File: config.mk
export PLATFORM = sky130hd
export DESIGN_NAME = my_dispatch8
export DESIGN_NICKNAME = d
export VERILOG_FILES = /design/src/rtl/my_dispatch8.sv
export SDC_FILE = /design/constraint.sdc
export NUM_CORES = 1
export LEC_CHECK = 0
export BUFFER_PORTS_ARGS = -buffer_cell sky130_fd_sc_hd__buf_2
export CORE_MARGIN = 1.5
export CORE_UTILIZATION = 58
export CTS_CLUSTER_SIZE = 40
export DETAILED_ROUTE_END_ITERATION = 6
export GPL_ROUTABILITY_DRIVEN = 0
export PLACE_DENSITY = 0.85
export SLEW_MARGIN = 20
export SYNTH_ARGS = -nofsm -noshare
export SYNTH_HDL_FRONTEND = slang
export SYNTH_SLANG_ARGS = --single-unit
File: constraint.sdc
create_clock -name clk -period 6.6 [get_ports clk]
set_input_delay 0.99 -clock clk [delete_from_list [all_inputs] [get_ports clk]]
set_output_delay 0.99 -clock clk [all_outputs]
set_load 0.01 [all_outputs]
File: src/rtl/my_dispatch8.sv
// Single-slot dispatcher: holds one upstream item and offers it to one of eight
// channels, chosen round-robin among the enabled channels at load time.
module my_dispatch8 #(
  parameter int WIDTH = 16
) (
  input  logic             clk,
  input  logic             rst_n,
  input  logic             in_valid,
  output logic             in_ready,
  input  logic [WIDTH-1:0] in_data,
  input  logic [7:0]       en_mask,
  output logic [7:0]       out_valid,
  input  logic [7:0]       out_ready,
  output logic [WIDTH-1:0] out_data,
  output logic [2:0]       sel,
  output logic             busy,
  output logic [15:0]      sent_cnt
);

  typedef enum logic {EMPTY = 1'b0, FULL = 1'b1} state_t;

  state_t     state;
  logic [2:0] ptr;
  logic [2:0] base;
  logic [2:0] next_sel;
  logic       found;
  logic       fire;
  logic       load;

  assign fire     = (state == FULL) && out_ready[sel];
  assign in_ready = rst_n && (en_mask != 8'h00) && ((state == EMPTY) || fire);
  assign load     = in_valid && in_ready;

  // A simultaneous fire advances the pointer in the same edge, so the search
  // must already start from the slot after the departing item.
  assign base = fire ? sel + 3'd1 : ptr;

  always_comb begin
    next_sel = base;
    found    = 1'b0;
    for (int i = 0; i < 8; i++) begin
      if (!found && en_mask[base + 3'(i)]) begin
        next_sel = base + 3'(i);
        found    = 1'b1;
      end
    end
  end

  always_ff @(posedge clk or negedge rst_n) begin
    if (!rst_n) begin
      state     <= EMPTY;
      ptr       <= 3'd0;
      sel       <= 3'd0;
      out_data  <= '0;
      out_valid <= 8'h00;
      busy      <= 1'b0;
      sent_cnt  <= 16'h0000;
    end else begin
      if (fire) begin
        ptr      <= sel + 3'd1;
        sent_cnt <= sent_cnt + 16'd1;
      end
      if (load) begin
        state     <= FULL;
        out_data  <= in_data;
        sel       <= next_sel;
        out_valid <= 8'b0000_0001 << next_sel;
        busy      <= 1'b1;
      end else if (fire) begin
        state     <= EMPTY;
        out_valid <= 8'h00;
        busy      <= 1'b0;
      end
    end
  end

endmodule

==> summary.md <==
| Metric | Value |
|---|---|
| Outcome | finished clean |
| H-tree depth | 2 |
| Async SR Flop Fraction | 100% |
| Synthesis-stage register bit count | 47 |
| Gr ovfl total | 0 |
| Setup WS post-layout | 1460 ps |
| Worst Hold End | sent_cnt[15] |
| Clock Path Buffers | 2 |
| Max-slew violations | 0 |
| Crit. End Element | flop |
| Number of synthesized flops with an enable pin | 0 |
| Top-count cell post-synth | nand2_1 |
| Worst reg-to-reg path cell count | 14 |
| Largest family of logic cells by synthesized area | compound AO/OA/AOI/OAI gates |
| Total setup buffers inserted after CTS | 0 |
| Fillers | 378 |
| Final Cycle Share | 77.9% |
| Netlist cell types | 64 |
| CP Class | reg2reg |
| CTS Buf Count | 5 |
| Clock transition at the registers of the reported paths | 90 ps |
| NumNets Final | 422 |
| Simple-gate share of the synthesized area | 18.2% |
| Vias in the first global route | 2,624 |
| Cell accounting for the most synthesized area | dfrtp_1 |
| Max_slew headroom | 48.1% |
| Die width | 76.6 um |
| Initial antenna violation count | 0 |
| CTS tree | yes |
| Least-Margin Pin Slew | 776 ps |
| Reg-to-reg startpoint | sel[0] |
| Core area | 5170 sq um |
| Rows | 26 |
| Number of DRC markers in iteration 0 | 322 |
| WP data arrival | 5330 ps |
| # hold bufs at CTS | 0 |
| Avg Cell Area, Syn | 10.2 sq um |
| Layout area overhead | 16.3% |
| Routed wire per std cell | 16.3 um |
| XOR/XNOR Fraction of Synth Area | 5.34% |
| Sequential share of the synthesized area | 37.5% |
| Crit path time final | 5140 ps |
| Synth top area cells | dfrtp_1 (37%), mux2_2 (6.5%), nand2_1 (5.7%) |
| Inst Count DP | 446 |
| DIE AREA | 5870 sq um |
| Latest clock arrival within the worst-skew pair | 290 ps |
| Fmax | 194 MHz |
| Critical Path Start Type | flop |
| # IOs | 80 |
| First-pass GRT wire length | 12,300 um |
| Vias after detailed routing | 2,795 |
| Final setup viols | 0 |
| Hold Crit Depth | 1 |
| Reg-to-reg critical path endpoint | out_valid[1] |
| Drt drc | 0 |
| WL final | 7410 um |
| Clk sink count | 47 |
| Setup TNS | 0 ps |
| Crit-path max FO | 17 |
| Largest net degree at the start of global routing | 49 |
| Layout cell share with drive strength beyond 1 | 33.9% |
| Multiplexer area fraction after synthesis | 15.4% |
| RSZ-0062 raised after global routing | false |
| Root buf cell | clkbuf_8 |
| CTS resizes | 0 |
| Routed Antenna Nets | 0 |
| FF-to-FF setup slack | 1460 ps |
| Layout Cells excl Fill | 454 |
| Adder-Cell Fraction of Synth Area | 1.59% |
| Worst hold margin | 491 ps |
| Synth Area in Compound Gates | 18.9% |
| Max Cap Viol | 0 |
| Effective utilization at floorplan | 60.7% |
| Hold Path Class | reg2reg |
| CP required | 6790 ps |
| Post-synth net total | 348 |
| Top FF cell, synth | dfrtp_1 |
| Yosys top cell area share | 37.5% |
| Input/output buffers | 79 |
| Drt pass-1 iters | 5 |
| Gr usage total | 26.0% |
| Hold path start | sent_cnt[15] |
| Post-Syn Instances | 309 |
| Setup Skew | 8.26 ps |
| Pre-CTS WS | 1330 ps |
| Die H | 76.6 um |
| YS warnings | 0 |
| Synth top cells by count | nand2_1 (48), dfrtp_1 (47), mux2_2 (18) |
| Final Hold Vio Count | 0 |
| Post-Syn Area | 3140 sq um |
| N_diodes | 0 |
| Number of vias per cell | 6.16 |
| DP HPWL | 5550 um |
-- cells in the final DEF (no fill, tap or decap), drive strengths merged, types with 8 or more instances in the layout --
| cell type | n |
|---|---|
| and2 | 8 |
| a22o | 10 |
| nand2 | 48 |
| nor2 | 15 |
| a21oi | 8 |
| and3 | 8 |
| mux2i | 13 |
| buf | 80 |
| xnor2 | 11 |
| o21ai | 10 |
| mux2 | 20 |
| dfrtp | 47 |
| nand3 | 14 |
-- layout make-up --
class | instances | area, sq um | area share, %
inverter | 7 | 26.3 | 0.719
multi-input combinational | 242 | 1870 | 51.1
clock inverter | 1 | 8.76 | 0.240
sequential | 47 | 1180 | 32.2
clock buffer | 7 | 86.3 | 2.36
timing repair buffer | 80 | 403 | 11.0
tap | 70 | 87.6 | 2.40
-- registers in the layout, indices dropped and copies added, names as in the netlist --
register   count
out_valid      8
state          1
sel            3
ptr            3
out_data      16
sent_cnt      16
-- through the flow --
stage | util [%] | instance area, sq um
2_1_floorplan | - | 3140
5_1_grt | 70.6 | 3650
6_report | 70.6 | 3650
4_1_cts | 70.6 | 3650
3_5_place_dp | 68.8 | 3560
3_3_place_gp | 68.8 | 3560
-- worst max-delay path by stage --
stage                       from           end  slack (ps)  cells after the start
floorplan           out_ready[7]  out_valid[1]        1920                     15
CTS                       sel[0]  out_valid[1]        1540                     14
global placement    out_ready[3]  out_valid[1]        1470                     15
global route              sel[0]  out_valid[3]        1100                     14
finish                    sel[0]  out_valid[1]        1460                     14
detailed placement  out_ready[3]  out_valid[3]        1330                     15
-- per-layer routing --
metal  share of wire, %  up-vias  global-route usage, %
met5                  0        -                      0
met3                7.4        8                   4.19
met2                 48      136                   43.1
li1                   -     1300                      -
met4               0.59        0                   4.81
met1                 44     1351                   36.3
-- worst max-delay path, stage by stage, from the launching register on --
cell	delay, ps
dfrtp_1	780
mux2i_2	380
a22o_1	490
nor3_4	110
mux2_4	340
clkinv_1	230
ha_1	490
clkinv_1	290
mux4_2	530
a21oi_1	210
nand4_2	160
or2_0	270
a221o_1	380
nor2b_1	170
a22o_1	210
-- logic make-up (layout without fill, tap and decap cells) --
logic type,count (synthesis),after routing
muxes,38,38
AOI/OAI and AO/OA,69,69
adders and majority gates,4,4
buffers and inverters,20,95
xor gates and xnor gates,17,17
DFF,47,47
and+or+nand+nor,114,114
Power is left out: the tool's default activity adds up to more than one toggle a clock period on the data nets, which glitch-free logic cannot reach.
